==> src/rtl/fifo_push_rr_arbiter.sv <==
// Round-robin arbiter sharing one fifo_v3 push port among NUM_REQ valid/ready producers.
// Forward path is combinational; only the arbitration state (FSM, priority, lock index) is registered.
module fifo_push_rr_arbiter #(
  parameter int unsigned NUM_REQ    = 4,
  parameter int unsigned DATA_WIDTH = 32,
  parameter int unsigned LOCK_BURST = 1,
  parameter int unsigned IDX_WIDTH  = (NUM_REQ > 1) ? $clog2(NUM_REQ) : 1
) (
  input  logic                                clk_i,
  input  logic                                rst_ni,
  input  logic                                flush_i,
  input  logic [NUM_REQ-1:0]                  req_valid_i,
  input  logic [NUM_REQ-1:0][DATA_WIDTH-1:0]  req_data_i,
  input  logic [NUM_REQ-1:0]                  req_last_i,
  output logic [NUM_REQ-1:0]                  req_ready_o,
  input  logic                                fifo_full_i,
  output logic                                fifo_push_o,
  output logic [DATA_WIDTH-1:0]               fifo_data_o,
  output logic [IDX_WIDTH-1:0]                grant_idx_o,
  output logic                                locked_o
);

  localparam int unsigned SUM_WIDTH = IDX_WIDTH + 1;

  typedef enum logic [0:0] {
    ARB    = 1'b0,
    LOCKED = 1'b1
  } state_e;

  state_e                 state_q, state_d;
  logic [IDX_WIDTH-1:0]   rr_q, rr_d;
  logic [IDX_WIDTH-1:0]   lock_idx_q, lock_idx_d;

  logic                   win_found;
  logic [IDX_WIDTH-1:0]   win_idx;
  logic [SUM_WIDTH-1:0]   cand_sum;
  logic [IDX_WIDTH-1:0]   cand;
  logic                   xfer;

  // Index after i, wrapping by explicit compare so non-power-of-two counts work.
  function automatic logic [IDX_WIDTH-1:0] next_idx(input logic [IDX_WIDTH-1:0] i);
    return (i == IDX_WIDTH'(NUM_REQ - 1)) ? '0 : i + IDX_WIDTH'(1);
  endfunction

  // Winner selection: locked owner only, else first valid starting from rr_q.
  always_comb begin
    win_found = 1'b0;
    win_idx   = '0;
    cand_sum  = '0;
    cand      = '0;
    if (state_q == LOCKED) begin
      if (req_valid_i[lock_idx_q]) begin
        win_found = 1'b1;
        win_idx   = lock_idx_q;
      end
    end else begin
      for (int unsigned off = 0; off < NUM_REQ; off++) begin
        cand_sum = {1'b0, rr_q} + SUM_WIDTH'(off);
        if (cand_sum >= SUM_WIDTH'(NUM_REQ)) begin
          cand_sum = cand_sum - SUM_WIDTH'(NUM_REQ);
        end
        cand = cand_sum[IDX_WIDTH-1:0];
        if (!win_found && req_valid_i[cand]) begin
          win_found = 1'b1;
          win_idx   = cand;
        end
      end
    end
  end

  assign xfer = win_found & ~fifo_full_i & ~flush_i;

  // Forward path toward the FIFO; everything is zero unless a beat actually moves.
  always_comb begin
    req_ready_o          = '0;
    req_ready_o[win_idx] = xfer;
    fifo_push_o          = xfer;
    fifo_data_o          = xfer ? req_data_i[win_idx] : '0;
    grant_idx_o          = xfer ? win_idx : '0;
    locked_o             = (state_q == LOCKED);
  end

  // Next-state: flush wins over everything, transitions only happen on a transfer.
  always_comb begin
    state_d    = state_q;
    rr_d       = rr_q;
    lock_idx_d = lock_idx_q;
    if (flush_i) begin
      state_d    = ARB;
      rr_d       = '0;
      lock_idx_d = '0;
    end else if (xfer) begin
      unique case (state_q)
        ARB: begin
          if ((LOCK_BURST != 0) && !req_last_i[win_idx]) begin
            state_d    = LOCKED;
            lock_idx_d = win_idx;
          end else begin
            rr_d = next_idx(win_idx);
          end
        end
        LOCKED: begin
          if (req_last_i[lock_idx_q]) begin
            state_d = ARB;
            rr_d    = next_idx(lock_idx_q);
          end
        end
        default: state_d = ARB;
      endcase
    end
  end

  always_ff @(posedge clk_i or negedge rst_ni) begin
    if (!rst_ni) begin
      state_q    <= ARB;
      rr_q       <= '0;
      lock_idx_q <= '0;
    end else begin
      state_q    <= state_d;
      rr_q       <= rr_d;
      lock_idx_q <= lock_idx_d;
    end
  end

endmodule
==> config.mk <==
export PLATFORM = sky130hd
export DESIGN_NAME = fifo_push_rr_arbiter
export DESIGN_NICKNAME = d
export VERILOG_FILES = /design/src/rtl/fifo_push_rr_arbiter.sv
export SDC_FILE = /design/constraint.sdc
export NUM_CORES = 1
export LEC_CHECK = 0
export BUFFER_PORTS_ARGS = -buffer_cell sky130_fd_sc_hd__buf_2
export CORE_MARGIN = 1.5
export CORE_UTILIZATION = 37
export DETAILED_ROUTE_END_ITERATION = 12
export GPL_TIMING_DRIVEN = 0
export PLACE_DENSITY = 0.83
export SLEW_MARGIN = 10
export SYNTH_ARGS = -nofsm -noshare
export SYNTH_HDL_FRONTEND = slang
export SYNTH_SLANG_ARGS = --single-unit
==> constraint.sdc <==
create_clock -name clk_i -period 2.6 [get_ports clk_i]
set_input_delay 0.26 -clock clk_i [delete_from_list [all_inputs] [get_ports clk_i]]
set_output_delay 0.26 -clock clk_i [all_outputs]
set_load 0.03 [all_outputs]
==> implementation parameters, run 1 <==
Parameter                              Value

Synthesis
  Portion of the post-synthesis area used by sequential elements ... 0.06920
  Synth Flop Type ... sky130_fd_sc_hd__dfrtp_1
  Cell taking the most area after synthesis ... sky130_fd_sc_hd__nand2_1
  Avg Cell Area, Syn ... 5.546 um2
  Count of distinct cell types in the synthesized netlist ... 41
  Number of enable-type register cells in the synthesized netlist ... 0
  Gate Count Post-Synth ... 326
  Most frequent cells after synthesis ... sky130_fd_sc_hd__nand2_1 (128), sky130_fd_sc_hd__nand3_1 (68), sky130_fd_sc_hd__and3_1 (32)
  Area fraction of the dominant cell type after synthesis ... 0.2657
  Most repeated cell in the gate-level netlist after synthesis ... sky130_fd_sc_hd__nand2_1
  Synthesized Nets ... 470
  Fraction of registers with async set or reset after synthesis ... 1.000
  YS warnings ... 0
  Netlist Area Pre-Place ... 1808 um2
  Seq cells post-synth ... 5
  Synth area leaders ... sky130_fd_sc_hd__nand2_1 (27%), sky130_fd_sc_hd__nand3_1 (19%), sky130_fd_sc_hd__and3_1 (11%), sky130_fd_sc_hd__dfrtp_1 (6.9%), sky130_fd_sc_hd__buf_2 (3.6%)

Detailed routing
  Mean routed wirelength per cell ... 13.88 um
  Vias/cell ... 5.120
  DRT Pass-1 Iters ... 4
  Final wirelength ... 8081 um
  DRC Markers ... 0
  Number of nets with antenna violations after routing ... 0
  Vias after detailed routing ... 2980
  First-iteration detailed-routing DRC count ... 160

Worst setup path
  Worst reg2reg endpoint ... rr_q[1]
  Critical path data arrival time ... 2.26 ns
  Critical path type ... reg -> out
  Critical Path Start Type ... flop
  Cell depth of the worst flop-to-flop path ... 9
  Slowest stage delay, CP ... 0.37 ns
  Crit path cell chain ... buf_6 -> mux2_4 -> a31o_2 -> o2bb2ai_4 -> clkbuf_4 -> ha_1 -> and2_1 -> buf_2
  Critical-path maximum fanout ... 11
  Slowest-stage cell, CP ... sky130_fd_sc_hd__dfrtp_1
  Critical path endpoint category ... output pin
  Worst-case register-to-register setup slack ... 0.29 ns
  Worst Path Required ... 2.34 ns
  Reg-to-Reg Start ... lock_idx_q[0]

Cells and area
  Count of placed standard cells in the final layout, fillers left out ... 582
  Sequential Area ... 126.4 um2
  Proportion of layout cells with a drive suffix above 1 ... 0.4524
  Final net count ... 660
  Multi-input logic area ... 1587 um2
  Area delta synth->final ... 68.51%
  Filler Cell Count ... 460
  Final core utilization ... 0.6450
  Antenna diode count ... 0

Timing
  Final Hold Viols ... 0
  Minimum clock period after layout ... 2.522 ns
  Slew @ Worst Pin ... 0.8720 ns
  Setup skew after layout ... 0.0006835 ns
  Normalized max-slew margin ... 0.4110
  Final worst path period share ... 0.9701
  Count of endpoints failing setup in the final report ... 0
  Final Max Tran Viols ... 0
  Highest achievable clock rate ... 0.3965 GHz

Global route
  Global-route wire length before repair ... 12080 um
  Number of global-route vias before repair ... 2648
  Antenna violations before repair ... 0
  Pin count of the biggest net entering global routing ... 12
  Total grt overflow ... 0
  All-Layer GR Usage ... 0.2833

Min path
  Hold path startpoint ... flush_i
  Hold WC Path Type ... in -> reg
  Cell count of the worst hold path ... 2
  Hold endpoint ... locked_o

Power
  IR drop worst, VDD ... 409.5 uV
  Total design power ... 0.001921 W
  Pwr dens ... 630.7 nW/um2
  Leakage ... 1.797 nW

Run
  Maximum capacitance violations ... 0

Die
  Die Y ... 72.91 um
  Width of the chip ... 72.91 um
  Area of the core ... 4723 um2
  Effective utilization at floorplan ... 0.3828
  Die area ... 5315 um2
  Row Count ... 25
  I/O pin count ... 180

Placement
  Final Wtd Congestion ... 0.9485
  I/O Buffers ... 179
  Placed cell count ... 572
  Detailed-placement wirelength estimate ... 6215 um

Clock tree
  Number of buffers created by CTS ... 3
  Maximum root-to-sink buffer count ... 2
  CTS HTree Levels ... 1
  CTS tree ... done
  CTS clk-pin slew, worst paths ... 0.04 ns
  Skew-Pair Late Insertion Delay ... 0.23 ns
  # clock sinks ... 5
  Root buf cell ... sky130_fd_sc_hd__clkbuf_8

Outcome
  Status ... completed
## registers in the layout (all words and copies together) (netlist names)
register and cells:
lock_idx_q 2, rr_q 2, locked_o 1
## critical path: cells and delay by family (launching register included)
family | cells | cell delay (ns)
AOI/OAI and AO/OA | 2 | 0.45
adders and majority gates | 1 | 0.22
muxes | 1 | 0.32
DFF | 1 | 0.37
and+or+nand+nor | 1 | 0.13
buffers and inverters | 3 | 0.54
## metal layers
layer / routed length (um) / up-vias / GRT usage
met2: 4065 / 140 / 0.4913
li1: - / 1496 / -
met4: 221 / 0 / 0.1216
met5: 0 / - / 0
met3: 417 / 22 / 0.03039
met1: 3376 / 1322 / 0.3540
## final cells by class
class,instances,share of cell area
sequential,5,0.04148
inverter,9,0.01273
buffer,25,0.06242
tap,67,0.02752
clock buffer,4,0.01478
timing repair buffer,186,0.3203
multi-input combinational,286,0.5207
## per-stage QoR
stage               worst slack [ns]  hold slack [ns]  cell area, um2  setup TNS [ns]
global route                -0.01143           0.3415            3047        -0.03126
detailed placement           -0.1404          0.07357            2788          -1.163
global placement             -0.1295          0.07269            2788          -1.190
finish                       0.07785           0.3534            3047               0
CTS                         0.003907           0.3418            2932               0
floorplan                    0.09886         -0.03559            1808               0
## power by group
part	internal [W]	switching, W
combinational	0.000656	0.000987
clock	0.000106	0.0000422
sequential	0.0000989	0.0000321
total	0.000860	0.00106
## kinds of logic (layout without fill, tap and decap cells)
logic type	after synthesis	after routing	share of synthesized area
mux	6	6	0.04498
xor+xnor	1	1	0.004845
simple gates	247	247	0.6298
fa+ha+maj	4	4	0.02768
buf+inv	35	224	0.08720
compound gates	28	28	0.1363
flops	5	5	0.06920
## what timing repair did
item	in CTS	in global routing
setup buffers	3	3
endpoints found under the hold margin	5	0
pin swaps	2	4
gates resized for setup	20	41
hold buffers	1	0
endpoints found under the setup margin	39	38
## worst max-delay path by stage
stage                        startpoint         endpoint  depth (start not counted)
after floorplan                locked_o  fifo_data_o[15]                          5
after global placement    lock_idx_q[0]  fifo_data_o[13]                          8
after detailed placement  lock_idx_q[0]  fifo_data_o[13]                          8
after CTS                 lock_idx_q[0]   req_ready_o[0]                          9
after global routing           locked_o  fifo_data_o[13]                         10
final                     lock_idx_q[0]   req_ready_o[1]                          8
## cells in the final DEF (no fill, tap or decap), drive strengths merged, types with 2 or more instances in the layout
cell    Yosys  layout
a32o        2       2
dfrtp       5       5
o31ai       2       2
and3       32      32
clkbuf     12      25
o21ai       3       3
nand3      68      68
buf        14     189
and2        6       6
ha          4       4
nand2b      2       2
mux2        4       4
a31oi       2       2
a21oi       6       6
inv         9       8
nor4b       2       2
nand2     128     128
a21boi      2       2
nor2        5       5
a31o        2       2
No activity file was read; power rests on OpenSTA's default activity.
==> inputs of run 2 (changes only) <==
--- a/config.mk
+++ b/config.mk
@@ -8,6 +8,7 @@
 export BUFFER_PORTS_ARGS = -buffer_cell sky130_fd_sc_hd__buf_2
 export CORE_MARGIN = 1.5
 export CORE_UTILIZATION = 37
+export CTS_CLUSTER_DIAMETER = 50
 export DETAILED_ROUTE_END_ITERATION = 12
 export GPL_TIMING_DRIVEN = 0
 export PLACE_DENSITY = 0.83
==> constraint.sdc (replaced) <==
create_clock -name clk_i -period 2.6 [get_ports clk_i]
set_input_delay 0.26 -clock clk_i [delete_from_list [all_inputs] [get_ports clk_i]]
set_output_delay 0.26 -clock clk_i [all_outputs]
set_load 0.1 [all_outputs]
==> run 2 against run 1 <==
- clock skew is essentially flat
- largest power group unchanged
- non-clock buffer count grew 4
- sequential power is essentially flat
- via count grew 5.9%
- setup slack lost 0.040 ns
- hold slack lost 0.029 ns
==> implementation parameters, run 2 (synthesis results as in run 1) <==
Parameter                              Value

Clock tree
  CTS HTree Levels ... 1 (unchanged)
  # clock sinks ... 5 (unchanged)
  Maximum root-to-sink buffer count ... 2 (unchanged)
  Root buf cell ... sky130_fd_sc_hd__clkbuf_8
  Number of buffers created by CTS ... 3 (unchanged)
  Skew-Pair Late Insertion Delay ... 0.23 ns (about the same)
  CTS tree ... done
  CTS clk-pin slew, worst paths ... 0.03 ns (about the same)

Die
  Die Y ... 72.91 um (unchanged)
  I/O pin count ... 180 (unchanged)
  Row Count ... 25 (unchanged)
  Die area ... 5315 um2 (unchanged)
  Width of the chip ... 72.91 um (unchanged)
  Effective utilization at floorplan ... 0.3828 (unchanged)
  Area of the core ... 4723 um2 (unchanged)

Worst setup path
  Buffering stage count on the worst path with inverters included ... 3 (unchanged)
  Worst Path Required ... 2.34 ns (about the same)
  Critical path endpoint category ... output pin
  Slowest stage delay, CP ... 0.36 ns (about the same)
  Crit path cell chain ... buf_6 -> mux2_4 -> a31o_2 -> o2bb2ai_4 -> clkbuf_2 -> nand3_1 -> and3_4 -> buf_8
  Critical Path Start Type ... flop
  Critical path data arrival time ... 2.30 ns (+0.04 ns)
  Critical-path maximum fanout ... 10 (-1)
  Largest delay share family, worst path ... buffers and inverters
  Critical path type ... reg -> out
  Slowest-stage cell, CP ... sky130_fd_sc_hd__dfrtp_1

Cells and area
  Sequential Area ... 130.1 um2 (+3.0%)
  Final core utilization ... 0.7693 (+0.1242)
  Most common cell after layout, fill and taps aside ... sky130_fd_sc_hd__buf_2
  Antenna diode count ... 0 (unchanged)
  Multi-input logic area ... 1717 um2 (+8.2%)
  Final net count ... 664 (+0.61%)
  Filler Cell Count ... 371 (-19%)
  Fin area ... 3633 um2 (+19%)
  Proportion of layout cells with a drive suffix above 1 ... 0.5318 (+0.07936)
  Highest-count cells in the layout ignoring fill and taps ... sky130_fd_sc_hd__buf_2 (143), sky130_fd_sc_hd__nand2_1 (128), sky130_fd_sc_hd__nand3_1 (67), sky130_fd_sc_hd__and3_4 (23), sky130_fd_sc_hd__buf_8 (21)
  Area delta synth->final ... 101.0%

Placement
  I/O Buffers ... 179 (unchanged)
  Detailed-placement wirelength estimate ... 6230 um (+0.24%)
  Cell area after placement ... 2943 um2 (+5.6%)
  Final Wtd Congestion ... 0.8726 (-8.0%)

Detailed routing
  Number of nets with antenna violations after routing ... 0 (unchanged)
  First-iteration detailed-routing DRC count ... 252 (+57%)
  Vias after detailed routing ... 3157 (+5.9%)
  DRC Markers ... 0 (unchanged)
  DRT Pass-1 Iters ... 4 (unchanged)
  Final wirelength ... 8928 um (+10%)
  Mean routed wirelength per cell ... 15.24 um (+9.7%)
  Vias/cell ... 5.387 (+5.2%)

Global route
  All-Layer GR Usage ... 0.3052 (+0.02188)
  Antenna violations before repair ... 0 (unchanged)
  Global-route wire length before repair ... 12850 um (+6.3%)
  Number of global-route vias before repair ... 2769 (+4.6%)
  Total grt overflow ... 0 (unchanged)
  Pin count of the biggest net entering global routing ... 12 (unchanged)

Timing
  Setup skew after layout ... 0.0005548 ns (-0.0001287 ns)
  Final Hold Viols ... 0 (unchanged)
  Count of endpoints failing setup in the final report ... 0 (unchanged)
  Minimum clock period after layout ... 2.562 ns (+0.03968 ns)
  Normalized max-slew margin ... 0.4153 (+0.004208)
  RSZ-0062 raised after global routing ... yes
  Final worst path period share ... 0.9853 (+0.01526)
  Slew @ Worst Pin ... 0.8658 ns (-0.006231 ns)
  Final Max Tran Viols ... 0 (unchanged)
  Highest achievable clock rate ... 0.3903 GHz (-1.5%)

Power
  Pwr dens ... 766.0 nW/um2 (+21%)
  IR drop worst, VDD ... 414.4 uV (+1.2%)
  Leakage ... 1.881 nW (+4.7%)
  Total design power ... 0.002783 W (+45%)

Min path
  Hold WC Path Type ... in -> reg

Outcome
  Status ... completed

Run
  Maximum capacitance violations ... 0 (unchanged)
==> run 2: cell count changes in the layout (fill, tap and decap cells not counted), moves of 6 or more <==
cell	before	now
sky130_fd_sc_hd__and3_1	32	0
sky130_fd_sc_hd__and2_1	6	0
sky130_fd_sc_hd__buf_2	170	143
sky130_fd_sc_hd__and3_4	0	23
sky130_fd_sc_hd__and2_4	0	6
sky130_fd_sc_hd__and3_2	0	9
sky130_fd_sc_hd__buf_8	0	21
sky130_fd_sc_hd__clkbuf_4	14	4
sky130_fd_sc_hd__buf_12	0	13
==> run 2: per-layer routing <==
| layer | global-route usage | wire [um] | vias up |
|---|---|---|---|
| li1 | - | - | 1507 |
| met1 | 0.3733 | 3393 | 1410 |
| met2 | 0.5209 | 4399 | 199 |
| met3 | 0.08011 | 752 | 41 |
| met4 | 0.09644 | 382 | 0 |
| met5 | 0 | 0 | - |
==> run 2: final cells by class <==
class,instances,share of cell area
sequential,5,0.03581
multi-input combinational,286,0.4725
buffer,26,0.06198
tap,67,0.02307
clock buffer,4,0.01240
inverter,9,0.009986
timing repair buffer,189,0.3843
==> run 2: report_power, final <==
part           internal (W)  switching (W)
combinational      0.000938        0.00157
sequential         0.000101      0.0000310
clock              0.000106      0.0000419
total               0.00114        0.00164
==> run 2: worst paths after layout <==
check                               from         endpoint  slack (ns)  depth (start not counted)
max                        lock_idx_q[0]  fifo_data_o[19]        0.04                          8
max in group asynchronous         rst_ni         locked_o        2.07                          2
min                              flush_i         locked_o        0.32                          2
min reg2reg                      rr_q[0]          rr_q[0]        0.56                          1
max reg2reg                lock_idx_q[0]          rr_q[1]        0.27                          9
min in group asynchronous         rst_ni          rr_q[0]        0.38                          2
==> run 2: what timing repair did <==
action / 4_1_cts / 5_1_grt
endpoints found under the hold margin: 5 / 0
pin swaps: 2 / 2
gates resized for setup: 116 / 54
setup buffers: 2 / 7
hold buffers: 1 / 0
setup endpoints to repair: 40 / 37
==> run 2: per-stage QoR <==
| stage | hold slack [ns] | cells | TNS (ns) | setup slack [ns] |
|---|---|---|---|---|
| floorplan | -0.03559 | 326 | -0.08018 | -0.01604 |
| global placement | 0.07343 | 572 | -10.98 | -0.4598 |
| detailed placement | 0.07504 | 572 | -11.76 | -0.4703 |
| CTS | 0.3088 | 579 | 0 | 0.001964 |
| global route | 0.3325 | 586 | -0.1408 | -0.04675 |
| finish | 0.3241 | 586 | 0 | 0.03816 |
==> run 2: worst reg2reg max path, cell delays in order (launching register included) <==
cell                        delay (ns)
sky130_fd_sc_hd__dfrtp_1          0.36
sky130_fd_sc_hd__buf_6            0.15
sky130_fd_sc_hd__mux2_4           0.33
sky130_fd_sc_hd__a31o_2           0.27
sky130_fd_sc_hd__o2bb2ai_4        0.17
sky130_fd_sc_hd__clkbuf_4         0.23
sky130_fd_sc_hd__ha_1             0.30
sky130_fd_sc_hd__nor2_1           0.11
sky130_fd_sc_hd__a21oi_1          0.07
sky130_fd_sc_hd__a32o_1           0.23
